[src/rtl/irq_rst_encoder_if.sv]
// Request/acknowledge bundle between the interrupt sources, the i8080 core and irq_rst_encoder.
// The mask write port exists only when IRQ_MASK_EN is defined.
interface irq_rst_encoder_if #(parameter int XLEN = 8);
  logic [7:0]      irq_req;
  logic            inte;
  logic            inta;
  logic            intr;
  logic [XLEN-1:0] instr_out;
  logic            instr_valid;
  logic [7:0]      pending;
`ifdef IRQ_MASK_EN
  logic            mask_we;
  logic [7:0]      mask_wdata;

  modport master (output irq_req, inte, inta, mask_we, mask_wdata,
                  input  intr, instr_out, instr_valid, pending);
  modport slave  (input  irq_req, inte, inta, mask_we, mask_wdata,
                  output intr, instr_out, instr_valid, pending);
`else
  modport master (output irq_req, inte, inta,
                  input  intr, instr_out, instr_valid, pending);
  modport slave  (input  irq_req, inte, inta,
                  output intr, instr_out, instr_valid, pending);
`endif
endinterface

[src/rtl/irq_rst_encoder.sv]
// Edge-latched eight-source interrupt controller injecting RST n opcodes into the i8080 fetch path.
// Optional per-source enable mask is built when IRQ_MASK_EN is defined.
//
// state | meaning
// IDLE  | no request to the CPU; waiting for an enabled pending source and inte
// REQ   | intr asserted; waiting for inta or for the request to be withdrawn
// DRIVE | RST opcode presented on instr_out for exactly one cycle
module irq_rst_encoder #(
  parameter int XLEN = 8
) (
  input logic              clk,
  input logic              rst_n,
  irq_rst_encoder_if.slave bus
);

  typedef enum logic [1:0] {IDLE, REQ, DRIVE} state_e;

  state_e          state_q, state_d;
  logic [7:0]      irq_prev_q;
  logic [7:0]      pending_q, pending_d;
  logic [XLEN-1:0] instr_q, instr_d;
  logic            valid_q, valid_d;
  logic            intr_q, intr_d;
  logic [7:0]      edge_det;
  logic [7:0]      mask;
  logic [7:0]      eff;
  logic [7:0]      clr;
  logic [2:0]      winner;

`ifdef IRQ_MASK_EN
  logic [7:0] mask_q;

  always_ff @(posedge clk or negedge rst_n) begin
    if (!rst_n) begin
      mask_q <= 8'hFF;
    end else if (bus.mask_we) begin
      mask_q <= bus.mask_wdata;
    end
  end

  assign mask = mask_q;
`else
  assign mask = 8'hFF;
`endif

  assign edge_det = bus.irq_req & ~irq_prev_q;
  assign eff      = pending_q & mask;

  // Later iterations override earlier ones, so the highest set index wins.
  always_comb begin
    winner = 3'd0;
    for (int i = 0; i < 8; i++) begin
      if (eff[i]) winner = 3'(i);
    end
  end

  always_comb begin
    state_d = state_q;
    instr_d = instr_q;
    valid_d = valid_q;
    clr     = 8'h00;
    case (state_q)
      IDLE: begin
        if ((eff != 8'h00) && bus.inte) state_d = REQ;
      end
      REQ: begin
        if (bus.inta) begin
          state_d = DRIVE;
          instr_d = XLEN'({2'b11, winner, 3'b111});
          valid_d = 1'b1;
          clr     = eff & (8'd1 << winner);
        end else if (!bus.inte || (eff == 8'h00)) begin
          state_d = IDLE;
        end
      end
      DRIVE: begin
        state_d = IDLE;
        instr_d = '0;
        valid_d = 1'b0;
      end
      default: state_d = IDLE;
    endcase
    // A fresh edge on the bit being acknowledged keeps it pending.
    pending_d = (pending_q & ~clr) | edge_det;
    intr_d    = (state_d == REQ);
  end

  always_ff @(posedge clk or negedge rst_n) begin
    if (!rst_n) begin
      state_q    <= IDLE;
      irq_prev_q <= 8'h00;
      pending_q  <= 8'h00;
      instr_q    <= '0;
      valid_q    <= 1'b0;
      intr_q     <= 1'b0;
    end else begin
      state_q    <= state_d;
      irq_prev_q <= bus.irq_req;
      pending_q  <= pending_d;
      instr_q    <= instr_d;
      valid_q    <= valid_d;
      intr_q     <= intr_d;
    end
  end

  assign bus.intr        = intr_q;
  assign bus.instr_out   = instr_q;
  assign bus.instr_valid = valid_q;
  assign bus.pending     = pending_q;

endmodule

[src/flat_wrapper.sv]
// flat-port wrapper written by rule: the top's interface ports become plain ports
module irq_rst_encoder_flat 
#(
  parameter int XLEN = 8
)
  (clk, rst_n, bus_irq_req, bus_inte, bus_inta, bus_intr, bus_instr_out, bus_instr_valid, bus_pending);
  irq_rst_encoder_if #(.XLEN(XLEN)) bus_i ();
  input logic clk;
  input logic rst_n;
  input wire logic [$bits(bus_i.irq_req)-1:0] bus_irq_req;
  input wire logic [$bits(bus_i.inte)-1:0] bus_inte;
  input wire logic [$bits(bus_i.inta)-1:0] bus_inta;
  output wire logic [$bits(bus_i.intr)-1:0] bus_intr;
  output wire logic [$bits(bus_i.instr_out)-1:0] bus_instr_out;
  output wire logic [$bits(bus_i.instr_valid)-1:0] bus_instr_valid;
  output wire logic [$bits(bus_i.pending)-1:0] bus_pending;
  assign bus_i.irq_req = bus_irq_req;
  assign bus_i.inte = bus_inte;
  assign bus_i.inta = bus_inta;
  assign bus_intr = bus_i.intr;
  assign bus_instr_out = bus_i.instr_out;
  assign bus_instr_valid = bus_i.instr_valid;
  assign bus_pending = bus_i.pending;
  irq_rst_encoder #(.XLEN(XLEN)) u_core (.clk(clk), .rst_n(rst_n), .bus(bus_i));
endmodule
[config.mk]
export PLATFORM = sky130hd
export DESIGN_NAME = irq_rst_encoder_flat
export DESIGN_NICKNAME = d
export VERILOG_FILES = /design/src/rtl/irq_rst_encoder_if.sv /design/src/rtl/irq_rst_encoder.sv /design/src/flat_wrapper.sv
export SDC_FILE = /design/constraint.sdc
export NUM_CORES = 1
export LEC_CHECK = 0
export ABC_AREA = 0
export CAP_MARGIN = 20
export CORE_MARGIN = 3
export CORE_UTILIZATION = 39
export CTS_CLUSTER_DIAMETER = 200
export DETAILED_ROUTE_END_ITERATION = 10
export PLACE_DENSITY_LB_ADDON = 0.25
export SLEW_MARGIN = 30
export SYNTH_ARGS = -nofsm -noshare
export SYNTH_HDL_FRONTEND = slang
export SYNTH_SLANG_ARGS = --single-unit
[constraint.sdc]
create_clock -name clk -period 1.2 [get_ports clk]
set_input_delay 0.24 -clock clk [delete_from_list [all_inputs] [get_ports clk]]
set_output_delay 0.24 -clock clk [all_outputs]
set_load 0.02 [all_outputs]
Yosys cells after proc, flatten, opt, wreduce, memory -nomap -nowiden
Cells that the tools add are included.
Word-level totals
  bits of input ports: 12
  register bits: 28
  logic and storage cells: 42
  output and inout port bits: 18
Cells by class
  reduce and logical (&&, ||, !) cells: 8
  shift-type cells: 1
  bitwise operators: 6
  muxes and demuxes: 17
  eq/ne operators: 4
Operator list (number)
  bitwise AND 8 bit: 3
  2-to-1 mux 8 bit: 3
  2-to-1 mux 3 bit: 6
  NOT 8 bit: 2
  case mux 8 bit (2 select lines): 1
  zero test 8 bit: 1
  OR 8 bit: 1
  nonzero test 8 bit: 1
  left shift 1 x 3 -> 8 bit, first input constant: 1
  2-to-1 mux 2 bit: 3
  equality test 2 x 1 -> 1 bit, second input constant: 2
  case mux 2 bit (2 select lines): 1
  equality test 2 bit, second input constant: 1
  zero test 2 bit: 1
  2-to-1 mux 1 bit: 2
  inequality test 2 bit, second input constant: 1
  case mux 1 bit (2 select lines): 1
  AND reduction 2 bit: 1
  nonzero test 2 bit: 1
  logical AND 1 bit: 1
  zero test 1 bit: 1
  logical OR 1 bit: 1

Logic depth before layout (Yosys ltp)
  depth in word-level cells: 14
  depth in mapped cells: 6
  gate-level depth less buffers: 6

Worst setup path after synthesis
Ideal clock, no wire load.
  path kind: register to register
  start: register u_core.pending_q[2] (netlist: u_core.bus.pending[2])
  end: register u_core.pending_q[0] (netlist: u_core.bus.pending[0])
  path buffers: 0
  stages on the path, launching flop included: 5
  data required time: 1.077 ns
  period minus slack after synthesis: 1.237 ns
  library setup time: 0.123 ns
  setup slack: -0.037 ns
  arrival: 1.114 ns
  path through: dfrtp_1 -> nor4_2 -> nand3_1 -> o21ai_1 -> o21ai_1
On the way
  longest elaborated chain between the ends: 13
Ends and longest elaborated chain
  start: declaration: line irq_rst_encoder.sv:20  | logic [7:0] pending_q, pending_d;
  start signal: assignment: line irq_rst_encoder.sv:99  | pending_q <= pending_d;
  2-to-1 mux 3 bit (6 in a row): line irq_rst_encoder.sv:53  | if (eff[i]) winner = 3'(i);
  left shift 1 x 3 -> 8 bit: line irq_rst_encoder.sv:71  | clr = eff & (8'd1 << winner);
  bitwise AND 8 bit: line irq_rst_encoder.sv:71
  2-to-1 mux 8 bit: line irq_rst_encoder.sv:67  | if (bus.inta) begin
  2-to-1 mux 8 bit: line irq_rst_encoder.sv:62  | case (state_q)
  NOT 8 bit: line irq_rst_encoder.sv:84  | pending_d = (pending_q & ~clr) | edge_det;
  bitwise AND 8 bit: line irq_rst_encoder.sv:84
  OR 8 bit: line irq_rst_encoder.sv:84
  via u_core.pending_d[0]: line irq_rst_encoder.sv:20
The timed path passes the listed nets, and every way through them passes these cells.
A chain may end at the register's enable or synchronous reset.

Worst setup path after layout
  start: register u_core.pending_q[1] (netlist: u_core.bus.pending[1])
  end: register u_core.pending_q[0] (netlist: u_core.bus.pending[0])
On the way
  longest elaborated chain between the ends: 14
Ends and longest elaborated chain (line)
  2-to-1 mux 1 bit: irq_rst_encoder.sv:53
  2-to-1 mux 3 bit (6 in a row): irq_rst_encoder.sv:53
  left shift 1 x 3 -> 8 bit: irq_rst_encoder.sv:71
  bitwise AND 8 bit: irq_rst_encoder.sv:71
  2-to-1 mux 8 bit: irq_rst_encoder.sv:67
  2-to-1 mux 8 bit: irq_rst_encoder.sv:62
  NOT 8 bit: irq_rst_encoder.sv:84
  bitwise AND 8 bit: irq_rst_encoder.sv:84
  OR 8 bit: irq_rst_encoder.sv:84
  via u_core.pending_d[0]: irq_rst_encoder.sv:20
The timed path passes the listed nets, and every way through them passes these cells.

==> results.cfg <==
[synthesis]
yosys_warnings = 0
async_flop_share = 1.00
synth_most_common_cell = sky130_fd_sc_hd__dfrtp_1
dominantRegCellSynth = sky130_fd_sc_hd__dfrtp_1
post_synth_fa_ha_maj_area_fraction = 0
synth_area_leaders = sky130_fd_sc_hd__dfrtp_1, sky130_fd_sc_hd__o21ai_1, sky130_fd_sc_hd__buf_4, sky130_fd_sc_hd__inv_1, sky130_fd_sc_hd__o21ai_0
mappedNetlistNets = 93
yosys.area_share.xor_xnor = 0
synthMuxAreaShare = 0
synth_edf_count = 0
synth_simple_gate_area_frac = 0.114
synth.ff_latch_count = 23
synth_area_um2 = 907
postSynthAreaPerCell_um2 = 11.2
synthDominantAreaCellType = sky130_fd_sc_hd__dfrtp_1
synth.distinct_cells = 23
syn_inst = 81
synth-compound-area-share = 0.154
synth_top_cells_by_count = sky130_fd_sc_hd__dfrtp_1, sky130_fd_sc_hd__inv_1, sky130_fd_sc_hd__o21ai_1
largest_family_of_logic_cells_by_synthesized_area = compound AO/OA/AOI/OAI gates
post-synth-top-area-fraction = 0.634
seq_area_frac_synth = 0.634

[grt]
global_route.overflow_total = 0
first_global_vias = 704
grt_overall_usage = 0.143
grt_start_max_net_pins = 24
grt_pass1_wl_um = 3020
grt_antenna_before_repair = 0

[routing]
avgRoutedWirePerCell_um = 12.5
detail_route.drc_violations = 0
via_per_inst = 4.75
first_iter_violations = 7
ant_nets = 0
drt_pre_antenna_iters = 3
route.final.wire_length_um = 1940
num_vias = 736

[worst_setup_path]
critPathMostFrequentCell = sky130_fd_sc_hd__o21ai_1
critical_path_required_ps = 1400
critical-path-top-delay-family = compound AO/OA/AOI/OAI gates
crit_path_arrival_time_ps = 1430
path_max_fanout = 3
critPathBufInv = 0
critPathLaunchType = flop
setup.worst_path.class = flop to flop
worst_r2r_startpoint = u_core.bus.pending[1]
critPathLaunch = u_core.bus.pending[1]
capturing_element_type_of_the_critical_path = flop
critical_path.cell_chain = nor3b_2 > a211o_4 > o21ai_1 > o21ai_1
slowest_stage = sky130_fd_sc_hd__dfrtp_1
cpPeakStageDelay_ps = 410

[die]
die-width_um = 54.2
core.rowCount = 16
initial_utilization = 0.436
core-area_mm2 = 0.00208
io_pins = 30
floorplan.die.height_um = 54.2
area_enclosed_by_the_die_boundary_mm2 = 0.00294

[power_and_ir_drop]
static-leakage-power_nw = 0.647
design_power_total_mw = 1.67
power.density_cell_area_mw_per_mm2 = 1210
vdd_ir_drop_max_uv = 1170

[timing]
slew_margin_rel = 0.847
final_hold_viol_count = 0
final_critical_path_setup_slack_ps = -30.2
clock.fmax_mhz = 813
worst_pin_slew_ps = 228
report.final.slew_viol_count = 0
rsz0062_at_grt = yes
final.period_utilization = 1.03
hold_ws_ps = 286
setup_viol = 5
fin_worst_skew_ps = 4.66
fin_crit_ps = 1230

[job]
drv.max_cap_violation_count = 0

[clocking]
clkSlewWorstSetupHoldPaths_ps = 120
clock-root-buffer = sky130_fd_sc_hd__clkbuf_4
insertion_delay_ps = 300
htreeDepth = 1
clk_buf_depth = 2
numCtsBuffers = 3
cts_num_sinks = 23
clock_tree_from_tritoncts = yes

[final_layout]
syn_to_final_growth_pct = 53.0
antennaDiodeCount = 0
utilization = 0.666
fill_cells = 171
fin_nets = 141
drive_above_1_share = 0.438
postLayoutCellArea_mm2 = 0.00139

[placed_design]
placed_area_mm2 = 0.00133
routability_driven_placement_congestion_ratio = 0.781
detailedPlace.worstSlack_ps = -308
port_buffers = 29
dp_hpwl_um = 1390

[outcome]
status = finished with violations
violations = negative setup slack

[hold_path]
hold_path.class = input pin to async pin
==> kinds of logic (layout without fill, tap and decap cells) <==
kind of cell | count (synthesis) | after routing
buffers and inverters | 17 | 64
DFF | 23 | 23
AOI/OAI and AO/OA | 25 | 25
and+or+nand+nor | 16 | 16
==> where the power goes <==
group / internal, mW / total (mW) / switching [mW]
clock network: 0.129 / 0.346 / 0.216
logic: 0.213 / 0.437 / 0.224
registers: 0.840 / 0.889 / 0.0488
==> cells in the final DEF (no fill, tap or decap), drive strengths merged <==
master	Yosys	final
a211o	1	1
a21oi	3	3
a31oi	3	3
buf	5	37
clkbuf	0	4
clkdlybuf4s50	0	11
clkinv	1	1
dfrtp	23	23
inv	11	11
nand2	6	6
nand2b	1	1
nand3	2	2
nand3b	1	1
nor2	3	3
nor2b	1	1
nor3b	1	1
nor4	1	1
o211a	1	1
o21ai	16	16
o31ai	1	1
==> per-stage QoR <==
step	std cells	setup TNS [ps]
after global placement	147	-3000
after global routing	155	-610
final	155	-77.3
after detailed placement	147	-3280
after CTS	151	-37.7
after floorplan	81	-8.42
==> routing by layer <==
layer / GRT usage / share of wire / up-vias
li1: - / - / 364
met2: 0.259 / 0.54 / 18
met3: 0.0245 / 0.046 / 0
met1: 0.175 / 0.42 / 354
met4: 0.0373 / 0 / 0
met5: 0 / 0 / -
==> state kept, by name, summed over array words and instances (netlist names) <==
| signal | count |
|---|---|
| u_core.bus.pending | 8 |
| u_core.irq_prev_q | 8 |
| u_core.bus.instr_out | 4 |
| u_core.state_q | 2 |
| u_core.bus.intr | 1 |
==> final timing paths <==
kind	end	slack, ps	cells after the start
max in group asynchronous	u_core.bus.pending[3]	760	2
hold reg to reg	u_core.bus.pending[5]	410	1
setup / recovery	u_core.bus.pending[0]	-30	4
hold / removal	u_core.bus.intr	290	2
min in group clk	u_core.irq_prev_q[2]	390	1
setup reg to reg	u_core.bus.pending[0]	-30	4
==> worst reg2reg max path: stages, from the launching register on <==
cell,delay [ps]
sky130_fd_sc_hd__dfrtp_1,410
sky130_fd_sc_hd__nor3b_2,170
sky130_fd_sc_hd__a211o_4,330
sky130_fd_sc_hd__o21ai_1,140
sky130_fd_sc_hd__o21ai_1,80
==> cell type report <==
class | instances | area (um2) | share of cell area
sequential | 23 | 579 | 0.417
tap | 27 | 33.8 | 0.0243
timing repair buffer | 48 | 407 | 0.293
inverter | 12 | 50.0 | 0.0361
clock buffer | 4 | 26.3 | 0.0189
multi-input combinational | 41 | 292 | 0.210
==> repair_timing <==
action                                  in CTS  in global routing
pin swaps                                    1                  5
gates resized for setup                     73                 26
hold buffers                                 0                  0
buffers inserted                             0                  4
endpoints found under the setup margin      24                 19
gates cloned                                 0                  0
(Power assumes the default switching activity.)
